`src/rtl/fog_pkg.sv`:
```
// Shared widths, FSM encoding and helpers for the fibre-optic-gyro demodulator.
package fog_pkg;

    localparam int ADC_W   = 14;
    localparam int ACC_W   = 32;
    localparam int DLY_MAX = 255;

    typedef enum logic [0:0] {
        WAIT_EDGE = 1'b0,
        ACC       = 1'b1
    } fog_state_e;

    // Half-periods shorter than two clocks would stall the modulation square wave.
    function automatic logic [15:0] clamp_hp(input logic [15:0] hp);
        return (hp < 16'd2) ? 16'd2 : hp;
    endfunction

endpackage

```
`src/rtl/fog_delay_line.sv`:
```
// Run-time selectable delay of the modulation polarity; tap 0 is a straight wire.
module fog_delay_line #(
    parameter int DEPTH = fog_pkg::DLY_MAX
) (
    input  logic       clk,
    input  logic       rst,
    input  logic       din,
    input  logic [7:0] tap,
    output logic       dout
);
    import fog_pkg::*;

    logic [DEPTH-1:0] sr;
    logic [7:0]       idx;

    // Shift history: sr[k] holds din from k+1 clocks ago.
    always_ff @(posedge clk) begin
        if (rst) begin
            sr <= '0;
        end else begin
            sr <= {sr[DEPTH-2:0], din};
        end
    end

    // Tap select, saturating at the deepest stage.
    always_comb begin
        idx  = tap - 8'd1;
        dout = din;
        if (tap == 8'd0) begin
            dout = din;
        end else if (32'(tap) > DEPTH) begin
            dout = sr[DEPTH-1];
        end else begin
            dout = sr[idx];
        end
    end

endmodule

```
`src/rtl/fog_demod_accum.sv`:
```
// Square-wave modulation generator with synchronous demodulation of the
// photodetector samples; reports one signed error sum per modulation period.
module fog_demod_accum #(
    parameter int ADC_W   = fog_pkg::ADC_W,
    parameter int ACC_W   = fog_pkg::ACC_W,
    parameter int DLY_MAX = fog_pkg::DLY_MAX
) (
    input  logic                    i_clk,
    input  logic                    i_rst,
    input  logic signed [ADC_W-1:0] i_adc,
    input  logic                    i_adc_valid,
    input  logic [15:0]             i_half_period,
    input  logic [7:0]              i_delay,
    input  logic [15:0]             i_ignore,
    input  logic [4:0]              i_out_shift,
    output logic                    o_mod,
    output logic signed [ACC_W-1:0] o_err,
    output logic [16:0]             o_cnt,
    output logic signed [ADC_W-1:0] o_meas,
    output logic                    o_err_vld
);
    import fog_pkg::*;

    localparam logic signed [ACC_W-1:0] MEAS_MAX = ACC_W'((1 <<< (ADC_W - 1)) - 1);
    localparam logic signed [ACC_W-1:0] MEAS_MIN = -MEAS_MAX;

    // Symmetric saturation keeps the most negative code out of the filter input.
    function automatic logic signed [ADC_W-1:0] meas_sat(input logic signed [ACC_W-1:0] v,
                                                         input logic [4:0] sh);
        logic signed [ACC_W-1:0] s;
        s = v >>> sh;
        if (s > MEAS_MAX) begin
            return MEAS_MAX[ADC_W-1:0];
        end else if (s < MEAS_MIN) begin
            return MEAS_MIN[ADC_W-1:0];
        end else begin
            return s[ADC_W-1:0];
        end
    endfunction

    logic [15:0]             mod_cnt;
    logic [15:0]             hp;
    logic [7:0]              dly;
    logic                    demod_pol;
    logic                    pol_prev;
    logic [15:0]             ign_cnt;
    logic signed [ACC_W-1:0] acc;
    logic [16:0]             cnt;
    fog_state_e              state;

    logic                    rise;
    logic                    edge_any;
    logic [15:0]             ign_eff;
    logic [15:0]             ign_next;
    logic                    take;
    logic signed [ACC_W-1:0] sample_ext;
    logic signed [ACC_W-1:0] contrib;

    // Modulation counter; period settings are only picked up at the start of a high half.
    always_ff @(posedge i_clk) begin
        if (i_rst) begin
            mod_cnt <= 16'd0;
            o_mod   <= 1'b0;
            hp      <= 16'd2;
            dly     <= 8'd0;
        end else if (mod_cnt == hp - 16'd1) begin
            mod_cnt <= 16'd0;
            o_mod   <= ~o_mod;
            if (!o_mod) begin
                hp  <= clamp_hp(i_half_period);
                dly <= i_delay;
            end
        end else begin
            mod_cnt <= mod_cnt + 16'd1;
        end
    end

    fog_delay_line #(.DEPTH(DLY_MAX)) u_delay_line (
        .clk  (i_clk),
        .rst  (i_rst),
        .din  (o_mod),
        .tap  (dly),
        .dout (demod_pol)
    );

    // Sample qualification: the edge-cycle sample sees an ignore count of zero.
    always_comb begin
        rise       = demod_pol & ~pol_prev;
        edge_any   = demod_pol ^ pol_prev;
        ign_eff    = edge_any ? 16'd0 : ign_cnt;
        take       = i_adc_valid && (ign_eff >= i_ignore);
        sample_ext = {{(ACC_W - ADC_W){i_adc[ADC_W-1]}}, i_adc};
        contrib    = '0;
        if (take) begin
            contrib = demod_pol ? sample_ext : -sample_ext;
        end else begin
            contrib = '0;
        end
        if (edge_any) begin
            ign_next = {15'd0, i_adc_valid};
        end else if (i_adc_valid && (ign_cnt < i_ignore)) begin
            ign_next = ign_cnt + 16'd1;
        end else begin
            ign_next = ign_cnt;
        end
    end

    // Accumulator FSM and registered period report.
    always_ff @(posedge i_clk) begin
        if (i_rst) begin
            pol_prev  <= 1'b0;
            ign_cnt   <= 16'd0;
            acc       <= '0;
            cnt       <= 17'd0;
            state     <= WAIT_EDGE;
            o_err     <= '0;
            o_cnt     <= 17'd0;
            o_meas    <= '0;
            o_err_vld <= 1'b0;
        end else begin
            pol_prev  <= demod_pol;
            ign_cnt   <= ign_next;
            o_err_vld <= 1'b0;
            case (state)
                WAIT_EDGE: begin
                    if (rise) begin
                        acc   <= contrib;
                        cnt   <= {16'd0, take};
                        state <= ACC;
                    end else begin
                        acc <= '0;
                        cnt <= 17'd0;
                    end
                end
                ACC: begin
                    if (rise) begin
                        o_err     <= acc;
                        o_cnt     <= cnt;
                        o_meas    <= meas_sat(acc, i_out_shift);
                        o_err_vld <= 1'b1;
                        acc       <= contrib;
                        cnt       <= {16'd0, take};
                    end else begin
                        acc <= acc + contrib;
                        cnt <= cnt + {16'd0, take};
                    end
                end
                default: begin
                    state <= WAIT_EDGE;
                end
            endcase
        end
    end

endmodule

```
`config.mk`:
```
export PLATFORM = sky130hd
export DESIGN_NAME = fog_demod_accum
export DESIGN_NICKNAME = d
export VERILOG_FILES = /design/src/rtl/fog_pkg.sv /design/src/rtl/fog_delay_line.sv /design/src/rtl/fog_demod_accum.sv
export SDC_FILE = /design/constraint.sdc
export NUM_CORES = 1
export LEC_CHECK = 0
export ABC_AREA = 1
export CORE_ASPECT_RATIO = 1.75
export CORE_MARGIN = 2
export CORE_UTILIZATION = 43
export DETAILED_ROUTE_END_ITERATION = 16
export HOLD_SLACK_MARGIN = 0.15
export MAX_ROUTING_LAYER = met4
export SYNTH_ARGS = -nofsm -noshare
export SYNTH_HDL_FRONTEND = slang
export SYNTH_SLANG_ARGS = --single-unit
```
`constraint.sdc`:
```
create_clock -name i_clk -period 13.3 [get_ports i_clk]
set_clock_uncertainty 0.2 [all_clocks]
set_input_delay 2.66 -clock i_clk [delete_from_list [all_inputs] [get_ports i_clk]]
set_output_delay 2.66 -clock i_clk [all_outputs]
set_load 0.01 [all_outputs]
```
; ---- Yosys cells after proc, flatten, opt, wreduce, memory -nomap -nowiden
; Index checks and enable logic that the tools add are counted.
[op_classes]
addsub = 7
order_cmp = 6
n_eq_ne = 1
shift = 1
muxes = 19
bitwise = 5
reduce_logical = 9
[op_table]
columns = cell, count
row1 = $mux 32, 4
row2 = $pmux 32 s2, 1
row3 = $pmux 17 s2, 1
row4 = $add 16x1->16 const B, 2
row5 = $add 32x32->32, 1
row6 = $gt 32x14->1 const B, 1
row7 = $lt 32x14->1 const B, 1
row8 = $mux 16, 2
row9 = $neg 14->32, 1
row10 = $sshr 32x5->32, 1
row11 = $mux 14, 2
row12 = $add 17x1->17, 1
row13 = $mux 17, 1
row14 = $eq 16x16->1, 1
row15 = $ge 16x16->1, 1
row16 = $lt 16x16->1, 1
row17 = $lt 16x2->1 const B, 1
row18 = $sub 16x1->16 const B, 1
row19 = $lt 8x9->1 const B, 1
row20 = $bmux 1 s8, 1
row21 = $logic_not 8->1, 1
row22 = $sub 8x1->8 const B, 1
row23 = $mux 1, 7
row24 = $reduce_or 2->1, 3
row25 = other kinds (6), 10
[totals]
regBits = 427
out_inout_bits = 65

; ---- Depth between registers and ports, before layout
; Gate-level depths: netlist (run 1).
[logic_depth]
depth_word = 12
ltp_mapped = 51
ltp_nobuf = 41

; ---- Modules after synthesis
; Synthesis (run 1) repeated with hierarchy kept, for this count alone.
[hier_totals]
cells_unflattened = 3251
area_unflattened_um2 = 21779.6
[modules_own_cells]
columns = mod, n_inst, cells_per_inst, area_per_inst_um2, seq_area_each_um2
row1 = fog_demod_accum, 1, 1906, 12042.8, 3443.3
row2 = fog_delay_line, 1, 1345, 9736.8, 5104.9

; ---- Worst setup path before layout (run 1)
; No wires, ideal clock.
[synth_path]
path_kind = reg2reg
from = register dly[0]
to = register acc[26]
arrival_ns = 6.362
required_time_ns = 12.968
setup_slack_ns = 6.606
stages_incl_launch_ff = 48
synth_period_minus_slack_ns = 6.694
cell_sequence = dfxtp_1 > inv_2 > buf_2 > buf_2 > ha_1 > buf_2 > inv_2 > clkbuf_1 > nand3_1 > nand3_1 > nand3_1 > nand3_1 > nand3_1 > nand3_1 > nand3_2 > nand3_4 > nand2_4 > buf_6 > [12 not listed] > nand3_1 > nand2_1 > inv_1 > clkbuf_1 > nand2_1 > clkbuf_1 > a21oi_1 > ha_1 > nand2_1 > nor2_1 > inv_1 > nor4_1 > and2_1 > nand2_1 > nand2_1 > nand2_1 > nand3_1 > a21oi_1
[synth_via]
elab_chain_cells = 12
elab_cells_between_ends = 16
[synth_lines]
columns = element, line_no
row1 = from (decl), fog_demod_accum.sv:43  ; logic [7:0] dly;
row2 = from (signal assigned), fog_demod_accum.sv:71  ; dly <= i_delay;
row3 = $sub 8x1->8, fog_delay_line.sv:27  ; idx = tap - 8'd1;
row4 = $bmux 1 s8, fog_delay_line.sv:34  ; dout = sr[idx];
row5 = $mux 1 (not written as such), fog_delay_line.sv:34
row6 = $mux 1 *, fog_delay_line.sv:29  ; if (tap == 8'd0) begin
row7 = net demod_pol, fog_demod_accum.sv:44  ; logic demod_pol;
row8 = $xor 1x1->1, fog_demod_accum.sv:89  ; edge_any = demod_pol ^ pol_prev;
row9 = $mux 16, fog_demod_accum.sv:90  ; ign_eff = edge_any ? 16'd0 : ign_cnt;
row10 = $ge 16x16->1, fog_demod_accum.sv:91  ; take = i_adc_valid && (ign_eff >= i_ignore);
row11 = $logic_and 1x1->1, fog_demod_accum.sv:91
row12 = $mux 32, fog_demod_accum.sv:94  ; if (take) begin
row13 = $add 32x32->32, fog_demod_accum.sv:144  ; acc <= acc + contrib;
row14 = $mux 32, fog_demod_accum.sv:136  ; if (rise) begin
row15 = $pmux 32 s2 *, fog_demod_accum.sv:124  ; case (state)
row16 = to (signal assigned), fog_demod_accum.sv:127  ; acc <= contrib;
row17 = to (signal assigned), fog_demod_accum.sv:141  ; acc <= contrib;
row18 = to (signal assigned), fog_demod_accum.sv:144
row19 = to (decl), fog_demod_accum.sv:47  ; logic signed [ACC_W-1:0] acc;
; Mark *: on every way through the listed nets, which the timed path passes. The rest lies on a longest branch. The select of a mux whose other input is x is not followed.
; A chain may end at the register's enable or synchronous reset.

; ---- Final worst setup path (run 1)
[layout_path]
from = register dly[0]
to = register acc[14]
[layout_via]
elab_chain_cells = 12
elab_cells_between_ends = 16
[layout_lines]
columns = element, line_no
row1 = $sub 8x1->8, fog_delay_line.sv:27
row2 = $bmux 1 s8, fog_delay_line.sv:34
row3 = $mux 1 (not written as such), fog_delay_line.sv:34
row4 = $mux 1 *, fog_delay_line.sv:29
row5 = $xor 1x1->1, fog_demod_accum.sv:89
row6 = $mux 16, fog_demod_accum.sv:90
row7 = $ge 16x16->1, fog_demod_accum.sv:91
row8 = $logic_and 1x1->1, fog_demod_accum.sv:91
row9 = $mux 32, fog_demod_accum.sv:94
row10 = $add 32x32->32, fog_demod_accum.sv:144
row11 = $mux 32, fog_demod_accum.sv:136
row12 = $pmux 32 s2 *, fog_demod_accum.sv:124
; Every way passes the cells marked *; elsewhere a longest branch is shown, timed or not. The select of a mux whose other input is x is not followed.

==> results.toml, run 1 <==
[outcome]
status = "finished clean"

[clock_tree]
h-tree-depth = 2
clock_path_buffers = 3
cts_tree = "done"
post_cts_buffers = 0
cts.sinks = 427
path_clk_slew_ns = 0.07
root_buffer = "clkbuf_16"
cts-buffers-inserted = 41
cts_resized = 0
ctsHoldBuffers = 0
clk_latency_ns = 0.56

[floorplanning]
start_util_pct = 43.23
die_w_um = 174.0
ios = 127
die-area_sq_um = 52480
row_count = 109
core_area_sq_um = 50320
die_h_um = 301.6

[timing]
slew_headroom_pct = 24.88
final_hold_viol_count = 0
worst_pin_slew_ns = 1.122
whs_ns = 0.2125
min_period_ns = 9.305
fmax_mhz = 107.5
finalCritPeriodShare_pct = 69.96
setup_violations = 0
drv_slew = 0
rsz0062_at_grt = "false"
tns_ns = 0

[yosys]
syn-num-nets = 3402
avgSynthCellArea_sq_um = 6.649
ys_types = 57
synth_area_leaders = "dfxtp_1 39%, nand2_1 12%, inv_1 8.6%"
synth_area_leader_cell = "dfxtp_1"
syn-cell-area_sq_um = 21760
async_reset_ff_share_pct = 0
synth_top_area_share_pct = 39.29
ys_ff_latch = 427
ys_seq_area_share_pct = 39.29
synthCells = 3272
synth_ff_type = "dfxtp_1"
yosysWarnings = 0
synth-edff-count = 0

[route]
antenna_left = 0
num_vias = 20497
first_pass_iters = 5
routedWlPerCell_um = 16.21
via_per_inst = 5.108
drt-initial-drc-count = 1086
wl_um = 65070
drc_errors = 0

[global_routing]
track_usage_pct = 24.93
grt_pass1_wl_um = 102100
first_global_vias = 19862
grt_max_degree = 104
grt_antenna_before_repair = 5
overflow = 0

[critical_path]
path_buf_inv = 5
worst_path_most_repeated_cell = "nand3_1"
cp_max_fo = 62
cp-end-kind = "flip-flop"
crit_path_start_kind = "flip-flop"
max_stage_delay_ns = 0.73
slowest_stage = "ha_1"
arrival_ns = 9.54
worstSetupPathType = "flip-flop to flip-flop"
critPathTopFamily = "simple AND/OR/NAND/NOR gates"
critical_path_required_ns = 13.53

[place]
portBuffers = 126
gp_congestion = 0.9595
hpwl_um = 47910

[cells_and_area]
drive_gt1_share_pct = 4.638
syn2layout_area_growth_pct = 14.14
final_nets = 3441
mostFrequentLayoutCells = "696 x nand2_1, 494 x inv_1, 430 x nor2_1"
final_common_cell = "nand2_1"

[flow_run]
cap_violations = 0

[pwr]
leakagePower_nw = 10.16
p_per_area_nw_per_um2 = 192.2
irDropWorstVdd_v = 0.0001602

[worst_hold_path]
hold_path_class = "flip-flop to flip-flop"
[sequential cells by signal, summed over array words and instances, names as in the netlist]
signal / flops
o_cnt: 17
state: 1
dly: 8
o_meas: 14
pol_prev: 1
o_mod: 1
o_err: 32
cnt: 17
u_delay_line.sr: 255
acc: 32
hp: 16
ign_cnt: 16
o_err_vld: 1
mod_cnt: 16
[metal layers]
layer  GRT usage [%]  up-vias  routed length [um]
li1                -    10435                   -
met1           24.55     9452               23960
met2           47.31      429               34960
met3           2.458      181                2085
met4           14.35        0                4055
met5               -        -                   0
[worst paths after layout]
check	start	to	slack [ns]	cells past startpoint
setup / recovery	dly[0]$_SDFFE_PP0P_	acc[14]$_SDFF_PP0_	3.99	35
hold reg to reg	u_delay_line.sr[147]$_SDFF_PP0_	u_delay_line.sr[148]$_SDFF_PP0_	0.21	2
setup reg to reg	dly[0]$_SDFFE_PP0P_	acc[14]$_SDFF_PP0_	3.99	35
hold / removal	u_delay_line.sr[147]$_SDFF_PP0_	u_delay_line.sr[148]$_SDFF_PP0_	0.21	2
[cell families after synthesis]
| kind of cell | share of synthesized area, % |
|---|---|
| xor gates and xnor gates | 1.478 |
| AOI/OAI and AO/OA | 11.40 |
| buffers and inverters | 11.58 |
| and+or+nand+nor | 31.93 |
| DFF | 39.29 |
| muxes | 0.4141 |
| adders and majority gates | 3.911 |
[area by class of cell]
class	count	area [sq um]
Sequential cell	427	8552
Inverter	508	1908
Antenna cell	5	12.51
Tap cell	666	833.3
Fill cell	5167	25490
Clock inverter	20	305.3
Multi-Input combinational cell	2192	10700
Clock buffer	54	1145
Timing Repair Buffer	141	1379
[synth_stat cells (all sizes together), types with 11 or more instances]
master    n
a21oi   196
nand2   719
nor4     11
nand4    36
nand3   330
xor2     28
nor3b    15
inv     503
dfxtp   427
ha       68
buf      50
nor3     42
nor2    439
o211ai   12
clkbuf   95
o21ai   221
[per-stage QoR]
stage,total power [W],instances,instance area (sq um),setup WS [ns],utilization [%]
floorplan,0.002904,3272,21760,6.606,-
global placement,0.003530,3934,23370,4.249,46.44
detailed placement,0.003542,3934,23370,4.010,46.44
CTS,0.004825,4008,24820,3.984,49.32
global route,0.005069,4013,24830,3.186,49.34
finish,0.004773,4013,24830,3.995,49.34
[worst register-to-register path: cells and delay by family (launching register included)]
kind,cells,cell delay (ns)
AOI/OAI and AO/OA,9,1.52
adders and majority gates,4,1.85
buffers and inverters,5,2.24
DFF,1,0.69
and+or+nand+nor,17,2.68
[power breakdown]
part / switching [W] / internal, W
clock: 0.000519 / 0.000748
combinational: 0.00144 / 0.000614
sequential: 0.0000891 / 0.00136
total: 0.00205 / 0.00272
Note: power is estimated with default switching activity, not from simulation.
==> inputs of run 2 (changes only) <==
==> constraint.sdc (replaced) <==
create_clock -name i_clk -period 9.01 [get_ports i_clk]
set_clock_uncertainty 0.2 [all_clocks]
set_input_delay 1.802 -clock i_clk [delete_from_list [all_inputs] [get_ports i_clk]]
set_output_delay 1.802 -clock i_clk [all_outputs]
set_load 0.01 [all_outputs]
==> run 2 against run 1 <==
Net effect:
- routed wire length rose by 1.1%
- combinational power up 54%
- setup slack worse by 2.6 ns
- die area unchanged
- global-route usage increased by 0.44 points
- clock power increased by 45%
- core utilization increased by 0.11 points
- sequential share of layout area is 0.078 points lower
- largest cell class unchanged
- largest power group unchanged
==> results.toml, run 2 (synthesized netlist as in run 1, its figures left out) <==
[clock_tree]
cts_resized = 0
ctsHoldBuffers = 0
h-tree-depth = 2
clock_path_buffers = 3
cts.sinks = 427
post_cts_buffers = 0
clk_latency_ns = 0.57
path_clk_slew_ns = 0.06
cts-buffers-inserted = 41
root_buffer = "clkbuf_16"
cts_tree = "done"

[cells_and_area]
nFillCells = 5121
largest_registers = "u_delay_line.sr: 255 flops, acc: 32 flops, o_err: 32 flops"
largest_register_ffs = 255
final_common_cell = "nand2_1"
syn2layout_area_growth_pct = 14.39
drive_gt1_share_pct = 4.688
regMostFlops = "u_delay_line.sr"
layout.cells.non_filler = 4019
mostFrequentLayoutCells = "698 x nand2_1, 494 x inv_1, 430 x nor2_1"
final_nets = 3447

[critical_path]
cp-end-kind = "flip-flop"
worst_path_most_repeated_cell = "nand3_1"
worstSetupPathType = "flip-flop to flip-flop"
slowest_stage = "buf_4"
cp_max_fo = 79
arrival_ns = 7.82
crit_path_start_kind = "flip-flop"
max_stage_delay_ns = 0.60
critical_path_required_ns = 9.25

[route]
drt-initial-drc-count = 1334
routedWlPerCell_um = 16.37
wl_um = 65810
drc_errors = 0
first_pass_iters = 5
via_per_inst = 5.135
num_vias = 20636
antenna_left = 0

[floorplanning]
row_count = 109
die_h_um = 301.6
start_util_pct = 43.23
die_w_um = 174.0
die-area_sq_um = 52480
ios = 127
core_area_sq_um = 50320

[flow_run]
cap_violations = 0

[pwr]
irDropWorstVdd_v = 0.0002126
leakagePower_nw = 10.19
p_per_area_nw_per_um2 = 286.4

[timing]
worst_pin_slew_ns = 1.308
drv_slew = 0
finalCritPeriodShare_pct = 84.19
final_hold_viol_count = 0
setup_violations = 0
fmax_mhz = 131.8
min_period_ns = 7.585
tns_ns = 0
slew_headroom_pct = 12.80
rsz0062_at_grt = "false"

[outcome]
status = "finished clean"

[global_routing]
first_global_vias = 20180
grt_antenna_before_repair = 4
grt_max_degree = 256
overflow = 0
track_usage_pct = 25.37
grt_pass1_wl_um = 103800

[worst_hold_path]
hold_path_class = "flip-flop to flip-flop"

[place]
gp_congestion = 0.9746
portBuffers = 126
hpwl_um = 48420
dp.cells = 3940
-- run 2: changes by cell type in the layout (fill, tap and decap cells not counted), sizes merged --
cell	before	now
buf	16	22
bufinv	7	5
clkbuf	54	57
clkinv	14	16
clkinvlp	1	2
diode	5	4
inv	506	503
-- run 2: metal layers --
metal | wire [um] | track usage, % | share of wire, %
met5 | 0 | - | 0
met4 | 5087 | 17.51 | 7.7
met3 | 2150 | 2.685 | 3.3
met2 | 34560 | 47.02 | 53
met1 | 24010 | 24.67 | 36
-- run 2: critical path, delay by kind of cell (launching register included) --
family                   cells  cell delay, ns
flip-flops                   1            0.34
XOR/XNOR                     1            0.15
buffers and inverters        9            1.73
adder cells (fa/ha/maj)      4            1.36
AND/OR/NAND/NOR             26            3.62
-- run 2: per-stage QoR --
step	hold WS [ns]	total power [W]	setup slack [ns]	util, %	cell area, sq um
after global placement	0.2060	0.005325	1.402	46.59	23450
after floorplan	0.2031	0.004287	2.316	-	21760
after CTS	0.2169	0.007207	1.288	49.44	24880
after global routing	0.2289	0.007567	0.5833	49.46	24890
after detailed placement	0.2107	0.005349	1.342	46.59	23450
final	0.2155	0.007129	1.425	49.46	24890
-- run 2: power by group --
part / total (W) / internal, W / leakage (nW) / switching (W)
registers: 0.00212 / 0.00201 / 3.44 / 0.000113
clock network: 0.00184 / 0.00105 / 0.697 / 0.000781
logic: 0.00317 / 0.000954 / 6.05 / 0.00222
total: 0.00713 / 0.00402 / 10.2 / 0.00311
-- run 2: path summary, 6_finish.rpt --
path	from	endpoint	depth (start not counted)	slack, ns
hold reg to reg	u_delay_line.sr[230]$_SDFF_PP0_	u_delay_line.sr[231]$_SDFF_PP0_	2	0.22
hold / removal	u_delay_line.sr[230]$_SDFF_PP0_	u_delay_line.sr[231]$_SDFF_PP0_	2	0.22
setup / recovery	dly[0]$_SDFFE_PP0P_	cnt[16]$_SDFF_PP0_	40	1.42
setup reg to reg	dly[0]$_SDFFE_PP0P_	cnt[16]$_SDFF_PP0_	40	1.42
-- run 2: area by class of cell --
class	instances	area [sq um]	share of cell area, %
antenna	4	10.01	0.04022
sequential	427	8552	34.36
clock inverter	18	275.3	1.106
inverter	508	1908	7.666
timing repair buffer	147	1461	5.872
tap	666	833.3	3.348
multi-input combinational	2192	10690	42.96
clock buffer	57	1156	4.645
==> inputs of run 3 (changes only) <==
==> constraint.sdc (replaced) <==
create_clock -name i_clk -period 6.5 [get_ports i_clk]
set_clock_uncertainty 0.2 [all_clocks]
set_input_delay 1.3 -clock i_clk [delete_from_list [all_inputs] [get_ports i_clk]]
set_output_delay 1.3 -clock i_clk [all_outputs]
set_load 0.01 [all_outputs]
==> run 3 against run 2 <==
Net effect:
- sequential share of layout area fell by 1.2 points
- sequential cell count did not move
- final area increased by 3.7%
- total power up 47%
- sequential power rose by 38%
- via count increased by 1.6%
- clock-buffer cell count decreased by 1
- clock power increased by 43%
- non-clock buffer count is 86 higher
- register-to-register slack got worse by 1.1 ns
- global-route usage increased by 0.44 points
- largest power group unchanged
- critical path depth fell by 1
- largest cell class unchanged
==> results.toml, run 3 (synthesized netlist as in run 1, its figures left out) <==
[outcome]
status = "finished clean"

[floorplanning]
die_h_um = 301.6
start_util_pct = 43.23
row_count = 109
die-area_sq_um = 52480
core_area_sq_um = 50320
die_w_um = 174.0
ios = 127

[timing]
whs_ns = 0.2112
final_hold_viol_count = 0
finalCritPeriodShare_pct = 94.54
drv_slew = 0
setup_violations = 0
worst_pin_slew_ns = 1.105
slew_headroom_pct = 26.02
min_period_ns = 6.145
fmax_mhz = 162.7

[clock_tree]
path_clk_slew_ns = 0.07
cts.sinks = 427
cts_tree = "done"
root_buffer = "clkbuf_16"
ctsHoldBuffers = 0
h-tree-depth = 2
clk_latency_ns = 0.57
cts-buffers-inserted = 42
clock_path_buffers = 3

[critical_path]
path_buf_inv = 7
arrival_ns = 6.40
critical_path_required_ns = 6.75
crit_path_start_kind = "flip-flop"
cp_max_fo = 17
slowest_stage = "xor2_2"
worst_path_most_repeated_cell = "nand2_1"
worstSetupPathType = "flip-flop to flip-flop"
critPathTopFamily = "simple AND/OR/NAND/NOR gates"
cp-end-kind = "flip-flop"
max_stage_delay_ns = 0.41

[cells_and_area]
mostFrequentLayoutCells = "696 x nand2_1, 494 x inv_1, 426 x dfxtp_1"
largest_registers = "u_delay_line.sr: 255 flops, acc: 32 flops, o_err: 32 flops"
final_common_cell = "nand2_1"
largest_register_ffs = 255
fin_area_sq_um = 25820
final_nets = 3534
drive_gt1_share_pct = 7.748
post-route-util_pct = 51.30
regMostFlops = "u_delay_line.sr"
nFillCells = 5125
syn2layout_area_growth_pct = 18.66

[global_routing]
use_met3_pct = 2.597
first_global_vias = 20400
grt_pass1_wl_um = 105300
use_met1_pct = 25.18
overflow = 0
track_usage_pct = 25.81
grt_antenna_before_repair = 4
top_usage_layer = "met2"
grt_use_met2_pct = 49.03
grt_max_degree = 199

[pwr]
p_seq_share_pct = 27.9
p_per_area_nw_per_um2 = 406.6
p_comb_share_pct = 47.0
p_total_w = 0.01050
switching_power_w = 0.004515
irDropWorstVdd_v = 0.0003247
clockPowerShare_pct = 25.1
leakagePower_nw = 10.71
p_int_w = 0.005982
switching_share_pct = 43.01

[place]
dpl_cell_area_sq_um = 24150
hpwl_um = 49300
gp_congestion = 0.9572
portBuffers = 126

[worst_hold_path]
hold_path_class = "flip-flop to flip-flop"

[flow_run]
cap_violations = 0

[route]
drc_errors = 0
wl_um = 66750
first_pass_iters = 5
via_per_inst = 5.110
antenna_left = 0
num_vias = 20968
drt-initial-drc-count = 1251
routedWlPerCell_um = 16.27
[run 3: worst register-to-register path, delay by kind of cell (launching register included)]
kind	cells	cell delay [ns]
AOI/OAI and AO/OA	5	0.58
xor gates and xnor gates	1	0.41
adders and majority gates	3	0.95
buffers and inverters	7	0.77
DFF	1	0.38
and+or+nand+nor	23	2.73
[run 3: power by group through the flow]
stage | Sequential (W) | Clock, W | Combinational (W)
6_report | 0.00293 | 0.00264 | 0.00493
5_1_grt | 0.00295 | 0.00279 | 0.00536
4_1_cts | 0.00293 | 0.00271 | 0.00487
3_5_place_dp | 0.00298 | 0 | 0.00483
3_3_place_gp | 0.00298 | 0 | 0.00479
2_1_floorplan | 0.00298 | 0 | 0.00298
[run 3: worst paths after layout]
check | startpoint | slack, ns | cells after the start | to
max | dly[2]$_SDFFE_PP0P_ | 0.35 | 39 | acc[29]$_SDFF_PP0_
min | u_delay_line.sr[88]$_SDFF_PP0_ | 0.21 | 2 | u_delay_line.sr[89]$_SDFF_PP0_
max reg2reg | dly[2]$_SDFFE_PP0P_ | 0.35 | 39 | acc[29]$_SDFF_PP0_
min reg2reg | u_delay_line.sr[88]$_SDFF_PP0_ | 0.21 | 2 | u_delay_line.sr[89]$_SDFF_PP0_
[run 3: what timing repair did]
item	in CTS	in global routing
setup endpoints to repair	13	29
gates resized for setup	3	31
setup buffers	0	2
pin swaps	0	8
gates cloned	0	1
[run 3: layer usage]
layer,vias to the layer above,part of all wire [%]
li1,10638,-
met1,9664,37
met2,459,54
met3,207,3.2
met4,0,6.6
met5,-,0
[run 3: stage by stage]
step                      instances  worst slack (ns)  setup TNS (ns)
after floorplan                3272           0.04502               0
after global routing           4103         -0.004132       -0.004132
after detailed placement       4023          -0.05871         -0.2666
final                          4103            0.3548               0
after global placement         4023          -0.02235        -0.03065
after CTS                      4096           0.02529               0
[run 3: area by class of cell]
class / count / area, sq um / area share (%)
multi-input combinational: 2192 / 10800 / 41.84
sequential: 427 / 8552 / 33.12
timing repair buffer: 233 / 2220 / 8.597
inverter: 508 / 1917 / 7.425
clock buffer: 56 / 1194 / 4.623
tap: 666 / 833.3 / 3.228
clock inverter: 17 / 290.3 / 1.124
antenna: 4 / 10.01 / 0.03877
